$ cat config.mk
export PLATFORM = sky130hd
export DESIGN_NAME = fetch_stage
export DESIGN_NICKNAME = d
export VERILOG_FILES = /design/src/rtl/riscv_pkg.sv /design/src/rtl/pc_next.sv /design/src/rtl/fetch_stage.sv
export SDC_FILE = /design/constraint.sdc
export NUM_CORES = 1
export LEC_CHECK = 0
export ABC_AREA = 1
export CAP_MARGIN = 20
export CORE_UTILIZATION = 46
export DETAILED_ROUTE_END_ITERATION = 10
export GPL_TIMING_DRIVEN = 1
export PLACE_DENSITY = 0.83
export SYNTH_ARGS = -nofsm -noshare
export SYNTH_HDL_FRONTEND = slang
export SYNTH_HIERARCHICAL = 1
export SYNTH_SLANG_ARGS = --single-unit
export TNS_END_PERCENT = 1
$ cat constraint.sdc
create_clock -name clk -period 8.9 [get_ports clk]
set_input_delay 1.78 -clock clk [delete_from_list [all_inputs] [get_ports clk]]
set_output_delay 1.78 -clock clk [all_outputs]
set_load 0.05 [all_outputs]
$ cat src/rtl/riscv_pkg.sv
// Shared RISC-V core definitions: fetch FSM encoding, NOP word and instruction bit-field positions.
package riscv_pkg;

    localparam int unsigned XLEN = 32;

    localparam int unsigned OP_LSB = 0;
    localparam int unsigned OP_W   = 7;
    localparam int unsigned F3_LSB = 12;
    localparam int unsigned F3_W   = 3;
    localparam int unsigned F7_LSB = 25;
    localparam int unsigned F7_W   = 7;

    localparam logic [XLEN-1:0] NOP_INSTR = 32'h0000_0013;

    typedef enum logic [1:0] {
        S_RESET = 2'd0,
        S_REQ   = 2'd1,
        S_HOLD  = 2'd2,
        S_HALT  = 2'd3
    } fetchState_t;

    function automatic logic [OP_W-1:0] instrOp(input logic [XLEN-1:0] word);
        return word[OP_LSB +: OP_W];
    endfunction

    function automatic logic [F3_W-1:0] instrF3(input logic [XLEN-1:0] word);
        return word[F3_LSB +: F3_W];
    endfunction

    function automatic logic [F7_W-1:0] instrF7(input logic [XLEN-1:0] word);
        return word[F7_LSB +: F7_W];
    endfunction

endpackage

$ cat src/rtl/pc_next.sv
// Next-PC selection: sequential pc+4 or control-selected target, with word-alignment check.
module pc_next
    import riscv_pkg::*;
(
    input  logic [XLEN-1:0] pc,
    input  logic            pcSrc,
    input  logic [XLEN-1:0] pcTarget,
    output logic [XLEN-1:0] nextPc,
    output logic [XLEN-1:0] pcPlus4,
    output logic            misaligned
);

    always_comb begin
        pcPlus4    = pc + XLEN'(4);
        nextPc     = pcSrc ? pcTarget : pcPlus4;
        misaligned = (nextPc[1:0] != 2'b00);
    end

endmodule

$ cat src/rtl/fetch_stage.sv
// Instruction fetch stage: owns the PC, handshakes with instruction memory and holds
// the current instruction for the control unit until the datapath retires it.
module fetch_stage
    import riscv_pkg::*;
#(
    parameter logic [31:0] RESET_PC = 32'h0000_0000,
    parameter int unsigned TIMEOUT  = 255
) (
    input  logic            clk,
    input  logic            reset,
    output logic            imemReq,
    output logic [XLEN-1:0] imemAddr,
    input  logic            imemReady,
    input  logic [XLEN-1:0] imemRdata,
    input  logic            advance,
    input  logic            pcSrc,
    input  logic [XLEN-1:0] pcTarget,
    output logic [XLEN-1:0] pc,
    output logic [XLEN-1:0] pcPlus4,
    output logic [XLEN-1:0] instr,
    output logic [OP_W-1:0] op,
    output logic [F3_W-1:0] f3,
    output logic [F7_W-1:0] f7,
    output logic            instrValid,
    output logic            busErr,
    output logic            misalignErr,
    output logic [XLEN-1:0] fetchCount
);

    localparam int unsigned CNT_W = 8;

    fetchState_t      state, stateNext;
    logic [CNT_W-1:0] waitCnt, waitCntNext;
    logic [XLEN-1:0]  pcNext, instrNext, fetchCountNext;
    logic             imemReqNext, instrValidNext, busErrNext, misalignErrNext;
    logic [XLEN-1:0]  candPc;
    logic             candMisaligned;

    pc_next uPcNext (
        .pc         (pc),
        .pcSrc      (pcSrc),
        .pcTarget   (pcTarget),
        .nextPc     (candPc),
        .pcPlus4    (pcPlus4),
        .misaligned (candMisaligned)
    );

    assign imemAddr = pc;
    assign op       = instrOp(instr);
    assign f3       = instrF3(instr);
    assign f7       = instrF7(instr);

    always_ff @(posedge clk or posedge reset) begin
        if (reset) begin
            state       <= S_RESET;
            waitCnt     <= '0;
            pc          <= RESET_PC;
            instr       <= NOP_INSTR;
            imemReq     <= 1'b0;
            instrValid  <= 1'b0;
            busErr      <= 1'b0;
            misalignErr <= 1'b0;
            fetchCount  <= '0;
        end else begin
            state       <= stateNext;
            waitCnt     <= waitCntNext;
            pc          <= pcNext;
            instr       <= instrNext;
            imemReq     <= imemReqNext;
            instrValid  <= instrValidNext;
            busErr      <= busErrNext;
            misalignErr <= misalignErrNext;
            fetchCount  <= fetchCountNext;
        end
    end

    always_comb begin
        stateNext       = state;
        waitCntNext     = waitCnt;
        pcNext          = pc;
        instrNext       = instr;
        busErrNext      = busErr;
        misalignErrNext = misalignErr;
        fetchCountNext  = fetchCount;

        case (state)
            S_RESET: stateNext = S_REQ;
            S_REQ: begin
                if (imemReady) begin
                    instrNext   = imemRdata;
                    waitCntNext = '0;
                    stateNext   = S_HOLD;
                end else if (waitCnt == CNT_W'(TIMEOUT - 1)) begin
                    waitCntNext = waitCnt + CNT_W'(1);
                    busErrNext  = 1'b1;
                    stateNext   = S_HALT;
                end else begin
                    waitCntNext = waitCnt + CNT_W'(1);
                end
            end
            S_HOLD: begin
                // An accepted advance retires the instruction even if the new PC traps.
                if (advance) begin
                    fetchCountNext = fetchCount + XLEN'(1);
                    if (candMisaligned) begin
                        misalignErrNext = 1'b1;
                        stateNext       = S_HALT;
                    end else begin
                        pcNext    = candPc;
                        stateNext = S_REQ;
                    end
                end
            end
            S_HALT: stateNext = S_HALT;
            default: stateNext = S_HALT;
        endcase

        // Handshake flags are registered copies of the state being entered.
        imemReqNext    = (stateNext == S_REQ);
        instrValidNext = (stateNext == S_HOLD);
    end

endmodule

### Word-level counts from Yosys, hierarchy flattened

Cells that the tools add are included.

| word-level totals | value |
|---|---|
| flip-flop bits (word level) | 110 |
| input port bits | 69 |
| output and inout port bits | 181 |
| logic and storage cells | 34 |

| cells by class | value |
|---|---|
| add/sub/neg operators | 3 |
| eq/ne operators | 6 |
| multiplexer cells | 7 |
| bitwise operators | 2 |
| reduce and logical (&&, ||, !) cells | 7 |

Operators with widths:

| operator | number |
|---|---|
| adder 32 x 1 -> 32 bit (second input constant) | 1 |
| adder 32 x 3 -> 32 bit (second input constant) | 1 |
| 2-to-1 mux 32 bit | 1 |
| AND reduction 3 bit | 3 |
| adder 8 x 1 -> 8 bit (second input constant) | 1 |
| == test 8 bit (second input constant) | 1 |
| 2-to-1 mux 2 bit | 4 |
| 2-to-1 mux 8 bit | 1 |
| one-hot mux 2 bit (4 select lines) | 1 |
| == test 2 bit (second input constant) | 3 |
| == test 2 x 1 -> 1 bit (second input constant) | 2 |
| AND reduction 2 bit | 2 |
| logical NOT 2 bit | 1 |
| NOT 1 bit | 2 |
| nonzero test 2 bit | 1 |

### Longest topological paths before layout

| depth | value |
|---|---|
| word-level depth | 7 |
| mapped depth | 11 |
| gate-level depth less buffers | 11 |

### Hierarchy

The synthesis kept the hierarchy.

Modules (own cells, without submodules):

| module | instances | cells an instance | area each (um^2) | seq. area each (um^2) |
|---|---|---|---|---|
| fetch_stage | 1 | 568 | 5326.4 | 2756.4 |
| pc_next | 1 | 277 | 1357.6 | 0.0 |

### Worst setup path before layout

OpenSTA, ideal clock, no wires.

| timing | value |
|---|---|
| path type | register to output |
| start | reg pc[2], in the netlist imemAddr[2] |
| end | out pcPlus4[10] |
| data arrival time | 2.208 ns |
| required time | 7.120 ns |
| path slack | 4.912 ns |
| stages on the path, launching flop included | 6 |
| cell sequence | dfrtp_1 -> ha_1 -> nand2_1 -> nor2_2 -> nand2_4 -> xnor2_1 |

| on the way | value |
|---|---|
| cells in the longest elaborated chain, start to end | 1 |

RTL lines:

| what | RTL line | source |
|---|---|---|
| from (decl) | fetch_stage.sv:18 | `output logic [XLEN-1:0] pc,` |
| from (signal assigned) | fetch_stage.sv:67 | `pc <= pcNext;` |
| adder 32 x 3 -> 32 bit | pc_next.sv:14 | `pcPlus4 = pc + XLEN'(4);` |
| to (decl) | fetch_stage.sv:19 | `output logic [XLEN-1:0] pcPlus4,` |

No other way between the ends.

### Worst setup path in the final report

| timing | value |
|---|---|
| start | reg pc[2], in the netlist imemAddr[2] |
| end | out pcPlus4[30] |

The elaborated chain is that of the path after synthesis.

==> results.json <==
{
  "seq_area_frac_synth_pct": 41.24,
  "finalHoldViolCount": 0,
  "end_kind": "output pin",
  "drc": 0,
  "coreArea_um2": 14040,
  "vias": 6065,
  "synth_cell_type_count": 32,
  "cp.required_ns": 7.12,
  "rsz0062_at_grt": "false",
  "ctsHoldBuffers": 0,
  "synth_fa_ha_area_share_pct": 0.7488,
  "post_cts_resized": 0,
  "clock_sinks": 110,
  "cts_buffer_depth": 2,
  "fmax_ghz": 0.2254,
  "placed_area_um2": 8946,
  "n_fill_cell": 1186,
  "syn2layout_area_growth_pct": 38.45,
  "ctsRootBufferMaster": "clkbuf_16",
  "slew_viol_final": 0,
  "hold_start": "instr[7]",
  "setup_slack_ns": 4.463,
  "n_antenna_cell": 0,
  "p_total_mw": 3.701,
  "final_nets": 1112,
  "drt_first_iter_violations": 480,
  "syn_nets": 918,
  "cp.arrival_ns": 2.66,
  "ys_top_cells_by_area": "dfrtp_1 (40%), nand2_1 (20%), mux2_4 (6.7%), buf_4 (5.7%), nor2_1 (3.5%)",
  "synth_top_area_cell": "dfrtp_1",
  "yosysTopAreaCellShare_pct": 40.06,
  "htreeDepth": 3,
  "fin_skew_ns": 0.009919,
  "synth_top_family_by_area": "simple AND/OR/NAND/NOR gates",
  "wl_per_cell_um": 14.76,
  "die_y_um": 122.5,
  "crit_start": "imemAddr[2]",
  "pin_count": 250,
  "power_leakage_nw": 4.343,
  "setup-tns-final_ns": 0,
  "cts_setup_buffers": 0,
  "synthCells": 845,
  "r2r-start": "imemAddr[2]",
  "grt_remaining_overflow": 0,
  "hold_class": "flip-flop to flip-flop",
  "drive_gt1_share_pct": 9.291,
  "clk_latency_ns": 0.35,
  "die-area_um2": 15020,
  "dp_hpwl_mm": 13.60,
  "worstSetupPathType": "flip-flop to output pin",
  "groute.usage.overall_pct": 24.82,
  "yosysWarnings": 6,
  "synth_area_per_cell_um2": 7.910,
  "fin_area_um2": 9254,
  "cp_max_fo": 6,
  "ys_seq_elements": 110,
  "place_ws_ns": 4.334,
  "grt_pass1_vias": 5880,
  "gp_congestion": 0.9128,
  "cts-buffers-inserted": 9,
  "antenna_found_initial": 0,
  "tightest_slew_ns": 0.9378,
  "postRouteAntennaNets": 0,
  "fin_cells": 1224,
  "rows": 43,
  "cap_violations": 0,
  "synth-simple-area-share_pct": 33.62,
  "netlist_area_um2": 6684,
  "max_slew_margin_pct": 37.41,
  "portBuffers": 249,
  "first_pass_iters": 5,
  "timing.final.crit_share_pct": 49.85,
  "ir_worst_vdd_mv": 0.5140,
  "grt_start_max_net_pins": 68,
  "power_density_nw_per_um2": 400.0,
  "synth_compound_area_share_pct": 1.835,
  "worstSetupStartpointType": "flip-flop",
  "fp.dieW_um": 122.5,
  "setup-violations-final": 0,
  "avgViaCountPerCell": 4.955,
  "grt_pass1_wl_mm": 29.03,
  "min_period_ns": 4.437,
  "dpl.cell_count": 1208,
  "cts_tree": "done",
  "initial_core_util_pct": 47.60,
  "synth_mux_area_share_pct": 7.226,
  "synth_xor_area_share_pct": 4.717,
  "path_clk_slew_ns": 0.07,
  "wirelength_mm": 18.06,
  "status": "complete, no violations"
}
per-layer routing:
| layer | vias to the layer above | routed length (um) | GRT usage [%] |
|---|---|---|---|
| met5 | - | 0 | 0 |
| met4 | 0 | 303 | 7.088 |
| met3 | 19 | 1271 | 3.903 |
| met2 | 252 | 8971 | 44.45 |
| met1 | 2834 | 7514 | 30.66 |
| li1 | 2960 | - | - |
cells by family (layout without fill, tap and decap cells):
kind of cell,Yosys count,count (layout)
buffers and inverters,130,329
adders and majority gates,4,4
and+or+nand+nor,515,515
xor gates and xnor gates,30,30
DFF,110,110
muxes,33,33
AOI/OAI and AO/OA,23,23
placed cells by master (no fill, tap or decap), types with 2 or more instances in the layout:
master	synthesis	layout
nand2_1	355	355
nand2_2	8	8
clkdlybuf4s50_1	0	249
nand3b_1	16	16
nor2_1	63	63
nand3_1	30	30
xnor2_1	14	14
nand2_4	3	3
xor2_2	7	7
dfrtp_1	107	107
inv_2	5	5
buf_4	51	3
nor2_8	2	2
a21oi_1	7	7
inv_6	0	2
and2_1	5	5
clkbuf_16	0	9
nor3_1	6	6
o21ai_0	13	13
mux2_2	2	2
mux2_4	30	30
o21bai_1	3	3
inv_1	56	55
nand4_1	9	9
dfstp_2	3	3
xor2_1	9	9
nor2_2	6	6
ha_1	4	4
nor2_4	10	10
critical path, cell delays in order (launching register included):
cell             delay, ns
dfrtp_1               0.47
ha_1                  0.25
nand2_1               0.08
nor2_2                0.17
nand2_4               0.13
nor2_4                0.16
nand3_1               0.10
nand2_1               0.13
clkdlybuf4s50_1       0.82
cell type report:
cell class	instances	area, um^2	share of cell area, %
tap	180	225.2	2.434
sequential	110	2756	29.79
multi-input combinational	605	3218	34.78
clock inverter	6	68.82	0.7436
inverter	61	231.5	2.501
timing repair buffer	252	2515	27.18
clock buffer	10	239.0	2.582
cell usage after synthesis:
cell	count
and2_1	5
xor2_2	7
mux2_4	30
nand4_1	9
nor3_1	6
nand2_1	355
xor2_1	9
buf_6	3
xnor2_1	14
ha_1	4
nand2_2	8
mux2i_1	1
nand3_2	1
nand3_1	30
nor2_4	10
inv_1	56
dfstp_2	3
nor2_1	63
a21oi_1	7
mux2_2	2
nand2_4	3
o21bai_1	3
nand3b_1	16
dfrtp_1	107
o21ai_0	13
buf_4	51
nor2_8	2
inv_2	5
clkbuf_1	9
nor2_2	6
buf_2	6
and3_1	1
path summary, 6_finish.rpt:
kind	end	slack, ns	cells past startpoint
worst min register to register	instr[7]	0.47	2
worst min-delay path	instr[7]	0.47	2
min in group asynchronous	instr[25]	1.82	2
worst max-delay path	pcPlus4[30]	4.46	8
max in group asynchronous	instr[3]	5.83	3
worst max register to register	imemAddr[30]	6.85	11
registers in the layout, indices dropped and copies added (netlist names), 2 cells and up:
register / flops
fetchCount: 32
imemAddr: 32
instr: 32
waitCnt: 8
state: 2
power by group:
part	internal, mW	switching [mW]
combinational	0.783	1.61
sequential	0.668	0.226
clock	0.228	0.188
total	1.68	2.02
through the flow:
step | hold slack (ns) | utilization (%)
after floorplan | 0.4550 | -
after global placement | 0.4527 | 63.71
after detailed placement | 0.4574 | 63.71
after CTS | 0.4756 | 65.90
after global routing | 0.4961 | 65.90
final | 0.4712 | 65.90
Note: power is estimated with default switching activity, not from simulation.
